<file path="src/rtl/sequencer_multi.sv">
// sequencer_multi: multi-channel step sequencer.
// Fetches CHANNELS words per step from a pattern memory over an r_en/r_rdy
// handshake into a shadow buffer, then presents the whole step at once on each
// step tick. Supports programmable length, loop/one-shot and sticky underrun.
// The step output is named seq_out because `sequence` is a reserved word.
// Build option SEQUENCER_EXT_TICK_EN: step tick comes from an external slow
// clock (step_tick, synchronised and edge-detected) instead of the prescaler.
module sequencer_multi #(
  parameter int unsigned WORD_SIZE    = 8,
  parameter int unsigned ADDRESS_SIZE = 4,
  parameter int unsigned MEMORY_QTY   = 16,
  parameter int unsigned CHANNELS     = 2,
  parameter int unsigned TICK_DIV     = 8
) (
  input  logic                            clock,
  input  logic                            reset,
  input  logic                            run,
  input  logic                            loop,
  input  logic [ADDRESS_SIZE-1:0]         seq_len,
  input  logic [WORD_SIZE-1:0]            r_data,
  input  logic                            r_rdy,
`ifdef SEQUENCER_EXT_TICK_EN
  input  logic                            step_tick,
`endif
  output logic [ADDRESS_SIZE-1:0]         r_addr,
  output logic                            r_en,
  output logic [CHANNELS*WORD_SIZE-1:0]   seq_out,
  output logic                            busy,
  output logic                            done,
  output logic                            underrun
);

  localparam int unsigned Steps = MEMORY_QTY / CHANNELS;
  localparam int unsigned ChW   = (CHANNELS > 1) ? $clog2(CHANNELS) : 1;

  typedef enum logic [2:0] {StIdle, StFetch, StGap, StReady, StDone} state_e;

  state_e                          state_q, state_d;
  logic [ADDRESS_SIZE-1:0]         step_q, step_d;
  logic [ADDRESS_SIZE-1:0]         last_q, last_d;   // index of final step in a pass
  logic [ChW-1:0]                  ch_q, ch_d;
  logic                            loop_q, loop_d;
  logic [CHANNELS*WORD_SIZE-1:0]   shadow_q, shadow_d;
  logic [CHANNELS*WORD_SIZE-1:0]   seq_q, seq_d;
  logic                            underrun_q, underrun_d;
  logic                            tick;
  logic                            start;

  assign start = (state_q == StIdle) && run;

`ifdef SEQUENCER_EXT_TICK_EN
  // Two-flop synchroniser plus one delayed copy for rising-edge detection
  logic [2:0] sync_q;

  always_ff @(posedge clock or negedge reset) begin
    if (!reset) sync_q <= '0;
    else        sync_q <= {sync_q[1:0], step_tick};
  end

  assign tick = busy && sync_q[1] && !sync_q[2];
`else
  localparam int unsigned PreW = $clog2(TICK_DIV);
  logic [PreW-1:0] presc_q, presc_d;

  assign tick = busy && (presc_q == PreW'(TICK_DIV - 1));

  // Prescaler restarts on leaving IDLE and only advances while busy
  always_comb begin
    presc_d = presc_q;
    if (start)     presc_d = '0;
    else if (busy) presc_d = tick ? '0 : presc_q + 1'b1;
  end

  // Prescaler register
  always_ff @(posedge clock or negedge reset) begin
    if (!reset) presc_q <= '0;
    else        presc_q <= presc_d;
  end
`endif

  // Next-state, step/channel bookkeeping, shadow capture and presentation
  always_comb begin
    state_d    = state_q;
    step_d     = step_q;
    last_d     = last_q;
    ch_d       = ch_q;
    loop_d     = loop_q;
    shadow_d   = shadow_q;
    seq_d      = seq_q;
    underrun_d = underrun_q;

    unique case (state_q)
      StIdle: begin
        if (run) begin
          state_d    = StFetch;
          loop_d     = loop;
          underrun_d = 1'b0;
          step_d     = '0;
          ch_d       = '0;
          if ((seq_len == '0) || (32'(seq_len) > Steps)) last_d = ADDRESS_SIZE'(Steps - 1);
          else                                           last_d = seq_len - 1'b1;
        end
      end
      StFetch: begin
        // r_en is held until the handshake completes, even when stopping
        if (r_rdy) begin
          shadow_d[ch_q*WORD_SIZE +: WORD_SIZE] = r_data;
          state_d = run ? StGap : StIdle;
        end
      end
      StGap: begin
        if (!run) begin
          state_d = StIdle;
        end else if (32'(ch_q) < CHANNELS - 1) begin
          ch_d    = ch_q + 1'b1;
          state_d = StFetch;
        end else begin
          ch_d    = '0;
          state_d = StReady;
        end
      end
      StReady: begin
        if (!run) begin
          state_d = StIdle;
        end else if (tick) begin
          seq_d = shadow_q;
          if (step_q == last_q) begin
            if (loop_q) begin
              step_d  = '0;
              state_d = StFetch;
            end else begin
              state_d = StDone;
            end
          end else begin
            step_d  = step_q + 1'b1;
            state_d = StFetch;
          end
        end
      end
      StDone: begin
        if (!run) state_d = StIdle;
      end
      default: state_d = StIdle;
    endcase

    // A tick before the step is fully buffered is an underrun; fetch carries on
    if (tick && ((state_q == StFetch) || (state_q == StGap))) underrun_d = 1'b1;
  end

  // State and datapath registers
  always_ff @(posedge clock or negedge reset) begin
    if (!reset) begin
      state_q    <= StIdle;
      step_q     <= '0;
      last_q     <= '0;
      ch_q       <= '0;
      loop_q     <= 1'b0;
      shadow_q   <= '0;
      seq_q      <= '0;
      underrun_q <= 1'b0;
    end else begin
      state_q    <= state_d;
      step_q     <= step_d;
      last_q     <= last_d;
      ch_q       <= ch_d;
      loop_q     <= loop_d;
      shadow_q   <= shadow_d;
      seq_q      <= seq_d;
      underrun_q <= underrun_d;
    end
  end

  assign busy     = (state_q == StFetch) || (state_q == StGap) || (state_q == StReady);
  assign done     = (state_q == StDone);
  assign r_en     = (state_q == StFetch);
  assign r_addr   = ADDRESS_SIZE'(step_q * ADDRESS_SIZE'(CHANNELS)) + ADDRESS_SIZE'(ch_q);
  assign seq_out  = seq_q;
  assign underrun = underrun_q;

endmodule

</file>
<file path="config.mk">
export PLATFORM = sky130hd
export DESIGN_NAME = sequencer_multi
export DESIGN_NICKNAME = d
export VERILOG_FILES = /design/src/rtl/sequencer_multi.sv
export SDC_FILE = /design/constraint.sdc
export NUM_CORES = 1
export LEC_CHECK = 0
export CORE_MARGIN = 2
export CORE_UTILIZATION = 37
export DETAILED_ROUTE_END_ITERATION = 7
export PLACE_DENSITY_LB_ADDON = 0.15
export SLEW_MARGIN = 25
export SYNTH_ARGS = -nofsm -noshare
export SYNTH_HDL_FRONTEND = slang
export SYNTH_SLANG_ARGS = --single-unit
</file>
<file path="constraint.sdc">
create_clock -name clock -period 2.3 [get_ports clock]
set_input_delay 0.46 -clock clock [delete_from_list [all_inputs] [get_ports clock]]
set_output_delay 0.46 -clock clock [all_outputs]
set_load 0.005 [all_outputs]
</file>
==> results.ini, run 1 <==
[clock_network]
clk_pin_slew_worst_paths_ns=0.09
ctsLongestPathBuffers=2
clock-sinks=49
cts_root_buf=clkbuf_8
cts-htree-levels=2
numCtsBuffers=5
cts_tree=yes
clk_latency_ns=0.30

[yosys]
synthCells=174
syn_area_um2=2240
synth_edf_count=0
syn_avg_cell_area_um2=12.8
synth_nets=195
ys_ff_latch=49
yosysWarnings=0
yosys.cell_types.count=41
yosysSeqAreaShare=0.548
postSynth.asyncResetShare=1.00
synth-main-ff-cell=dfrtp_1

[worst_setup_path]
slowest_stage=clkdlybuf4s50_1
cp_slowest_stage_delay_ns=0.57
critical_path.max_fanout=13
r2r_cells=6
r2r-start=presc_q[0]$_DFFE_PN0P_
arrival_ns=1.72
critical_path_class=flip-flop to primary output
r2r_slack_ns=0.36
r2r-end=seq_out[14]$_DFFE_PN0P_
cp_num_buf_inv=1
worst_ep_required_time_ns=1.84
critPathCaptureType=primary output
cp.depth=2
startpoint_type=flip-flop
crit_chain=nor3b_1, clkdlybuf4s50_1
cp_top_family=buffers and inverters

[detailed_routing]
wl_per_cell_um=14.9
wl_mm=4.40
drt_pass1_iterations=4
route.vias.total=1502
first_iter_violations=51
drc=0
vias_per_cell=5.09
antenna_left=0

[timing]
tightest_slew_ns=0.582
max_freq_mhz=458
finalHoldViolCount=0
fin_crit_ns=2.18
rsz0062_at_grt=false
finalSetupViolCount=0
period_share=0.949
skew_ns=0.00894
setup_tns_ns=0
slew_violations=0
maxSlewHeadroom=0.612

[die]
rows=28
die_w_um=81.7
start_util=0.380
io_pins=41
die_h_um=81.7
core_um2=5890
dieArea_um2=6680

[placement]
portBuffers=40
dp_hpwl_mm=3.25
routabilityCongestion=0.825
place_inst=287

[final_layout]
nNetsFinal=240
nFillCells=527
fin_cells=295
seqCellArea_um2=1230
diodes=0
drive_gt1_frac=0.264
syn_to_final_growth_pct=28.1
multi_input_comb_area_um2=930

[worst_hold_path]
hold_class=input port to asynchronous set/reset pin

[grt]
grt_max_degree=26
grt_overflow=0
grt_first_pass_wirelength_mm=7.34
antenna_found_initial=0
track_usage=0.145
grt_pass1_vias=1609

[power_and_ir_drop]
ir_worst_vdd_mv=0.420
p_per_area_nw_per_um2=917
totalPowerFinal_mw=2.63
power.leakage_nw=1.29

[status]
status=finished clean

[run]
maxCapViolations=0

[final cells by class]
cell class              count  share of cell area
flip-flops and latches     49               0.429
multi-input cells         111               0.324
repair buffers             47               0.165
well taps                  75              0.0328
clock buffers               6              0.0288
clock inverters             2              0.0131
inverters                   5             0.00655
[stage by stage]
stage	utilization	area, um2	hold WS [ns]	setup slack, ns
finish	0.487	2870	0.149	0.116
global route	0.487	2870	0.180	0.0397
CTS	0.486	2860	0.159	0.0165
detailed placement	0.465	2740	0.486	0.130
global placement	0.465	2740	0.481	0.192
floorplan	-	2240	0.164	0.369
[worst register-to-register path, delay by kind of cell, from the launching register on]
family                   cells  cell delay (ns)
adder cells (fa/ha/maj)      2             0.47
buffers and inverters        1             0.18
flip-flops                   1             0.41
multiplexers                 1             0.35
AND/OR/NAND/NOR              2             0.41
[cells by family (layout without fill, tap and decap cells)]
group,after synthesis,count (layout),share of synthesized area
DFF,49,49,0.548
and+or+nand+nor,40,40,0.106
muxes,36,36,0.181
AOI/OAI and AO/OA,24,24,0.0772
buffers and inverters,14,60,0.0369
xor gates and xnor gates,7,7,0.0274
adders and majority gates,4,4,0.0224
[state kept, by name, summed over array words and instances (netlist names)]
register / flops
seq_out: 16
presc_q: 3
loop_q: 1
step_q: 4
ch_q: 1
shadow_q: 16
underrun: 1
state_q: 3
last_q: 4
[power by group]
part / internal, mW / switching [mW]
combinational: 0.436 / 0.267
clock: 0.354 / 0.279
sequential: 1.12 / 0.173
[worst max-delay path by stage]
| stage | from | end |
|---|---|---|
| 6_report | state_q[0]$_DFFE_PN0P_ | r_en |
| 5_1_grt | state_q[0]$_DFFE_PN0P_ | r_en |
| 4_1_cts | state_q[1]$_DFFE_PN0P_ | busy |
| 3_5_place_dp | seq_len[0] | last_q[3]$_DFFE_PN0P_ |
| 3_3_place_gp | run | step_q[1]$_DFFE_PN0P_ |
| 2_1_floorplan | presc_q[0]$_DFFE_PN0P_ | seq_out[10]$_DFFE_PN0P_ |
[synthesized netlist by cell type, types with 2 or more instances]
cell type / number / area (um2)
inv_1: 5 / 18.8
ha_1: 4 / 50.1
buf_2: 3 / 15.0
dfrtp_1: 49 / 1230
mux2i_1: 3 / 30.0
xnor2_1: 6 / 52.6
mux2_2: 32 / 360
and3_1: 2 / 12.5
o21ai_0: 4 / 20.0
a32o_1: 2 / 20.0
nand3_1: 2 / 10.0
buf_4: 5 / 37.5
a22o_1: 2 / 17.5
a21oi_1: 4 / 20.0
o211ai_1: 3 / 22.5
a21o_1: 2 / 15.0
nor2_1: 11 / 41.3
a31oi_1: 3 / 18.8
nand2_1: 10 / 37.5
[cells in the final DEF (no fill, tap or decap), types with 2 or more instances in the layout]
master,netlist,final
a21oi_1,4,4
dfrtp_1,49,46
clkbuf_8,0,6
buf_12,0,2
buf_4,5,5
ha_1,4,4
dfrtp_2,0,3
mux2i_1,3,3
nand3_1,2,2
nor2_1,11,10
o21ai_0,4,4
a31oi_1,3,3
clkdlybuf4s50_1,0,39
a32o_1,2,2
a21o_1,2,2
o211ai_1,3,3
mux2_2,32,32
nand2_1,10,10
and3_1,2,2
xnor2_1,6,6
a22o_1,2,2
inv_1,5,5
[metal layers]
layer,share of wire,global-route usage,vias up
li1,-,-,706
met1,0.42,0.165,754
met2,0.52,0.254,30
met3,0.032,0.0275,12
met4,0.028,0.0800,0
met5,0,0,-
[timing repair]
action / in CTS / in global routing
resized for setup: 1 / 3
hold buffers: 0 / 0
pin swaps: 0 / 0
setup endpoints to repair: 2 / 2
buffers inserted: 0 / 0
Power figures use the tool's default switching activity.
==> inputs of run 2 (changes only) <==
CORE_UTILIZATION = 50   (was 37)
==> results.ini, run 2 (same netlist as run 1, synthesis figures left out) <==
[status]
status=finished clean

[clock_network]
cts-htree-levels=2
postCtsSetupBuffers=0
clock-sinks=49
cts_root_buf=clkbuf_8
cts_tree=yes
clk_pin_slew_worst_paths_ns=0.09
ctsLongestPathBuffers=2
hold_buffers=0
clk_latency_ns=0.30
numCtsBuffers=5

[placement]
dp_hpwl_mm=3.12
routabilityCongestion=0.791
detailedPlace.worstSlack_ns=0.128
place_inst=266
portBuffers=40
place_area_um2=2700

[power_and_ir_drop]
ir_worst_vdd_mv=0.536
totalPowerFinal_mw=2.61
p_per_area_nw_per_um2=926
power.leakage_nw=1.29

[die]
core_um2=4320
io_pins=41
die_h_um=70.9
die_w_um=70.9
start_util=0.517
rows=24
dieArea_um2=5020

[final_layout]
nNetsFinal=242
final_common_cell=dfrtp_1
final_core_util=0.652
fin_cells=274
final_area_um2=2820
syn_to_final_growth_pct=26.2
diodes=0
drive_gt1_frac=0.266
nFillCells=331
mostFrequentLayoutCells=dfrtp_1 (47), clkdlybuf4s50_1 (39), mux2_2 (32)

[worst_setup_path]
crit_chain=nor3b_1, clkdlybuf4s50_1
critPathCaptureType=primary output
cp_num_buf_inv=1
slowest_stage=clkdlybuf4s50_1
critical_path.max_fanout=13
cp_slowest_stage_delay_ns=0.57
arrival_ns=1.71
cp_top_family=buffers and inverters
startpoint_type=flip-flop
cp.depth=2
r2r_cells=6
critical_path_class=flip-flop to primary output
worst_ep_required_time_ns=1.84

[detailed_routing]
first_iter_violations=102
vias_per_cell=5.57
drc=0
wl_mm=4.19
wl_per_cell_um=15.3
drt_pass1_iterations=4
route.vias.total=1526
antenna_left=0

[grt]
grt_max_degree=32
grt_pass1_vias=1573
grt_overflow=0
antenna_found_initial=0
grt_first_pass_wirelength_mm=7.18
track_usage=0.182

[worst_hold_path]
hold_class=input port to asynchronous set/reset pin

[timing]
setup_tns_ns=0
rsz0062_at_grt=false
finalHoldViolCount=0
skew_ns=0.00459
finalSetupViolCount=0
slew_violations=0
maxSlewHeadroom=0.548
setup_ws_ns=0.131
max_freq_mhz=461
fin_crit_ns=2.17
period_share=0.943
tightest_slew_ns=0.678
hold_ws_ns=0.189

[run]
maxCapViolations=0

-- run 2: cell count changes in the layout (fill, tap and decap cells not counted), sizes merged --
| cell | before | now |
|---|---|---|
| clkinvlp | 1 | 0 |
| clkbuf | 6 | 5 |
| buf | 8 | 10 |
| inv | 5 | 7 |
-- run 2: area by class of cell --
cell class                 instances  area, um2  area share
multi-input combinational        111        930       0.329
sequential                        49       1230       0.435
tap                               52       65.1      0.0231
inverter                           5       18.8     0.00665
clock inverter                     3       47.5      0.0169
clock buffer                       5       68.8      0.0244
timing repair buffer              49        463       0.164
-- run 2: what timing repair did --
action,4_1_cts,5_1_grt
pin swaps,0,0
endpoints found under the setup margin,1,2
resized for setup,1,2
-- run 2: metal layers --
| metal | wire, um | vias up | GRT usage |
|---|---|---|---|
| met5 | 0 | - | 0 |
| met4 | 119 | 0 | 0.0881 |
| met3 | 196 | 13 | 0.0541 |
| met2 | 2100 | 36 | 0.293 |
| met1 | 1770 | 768 | 0.225 |
| li1 | - | 709 | - |
-- run 2: final timing paths --
path	start	endpoint	slack, ns
setup / recovery	state_q[0]$_DFFE_PN0P_	r_en	0.13
hold / removal	reset	presc_q[1]$_DFFE_PN0P_	0.19
setup reg to reg	presc_q[0]$_DFFE_PN0P_	seq_out[12]$_DFFE_PN0P_	0.35
hold reg to reg	shadow_q[13]$_DFFE_PN0P_	shadow_q[13]$_DFFE_PN0P_	0.50
max in group asynchronous	reset	state_q[0]$_DFFE_PN0P_	1.48
min in group clock	shadow_q[13]$_DFFE_PN0P_	shadow_q[13]$_DFFE_PN0P_	0.50
-- run 2: report_power, final --
part	switching, mW	total [mW]	internal [mW]
Sequential	0.174	1.29	1.12
Combinational	0.260	0.694	0.434
Clock	0.294	0.625	0.332
Total	0.727	2.61	1.88
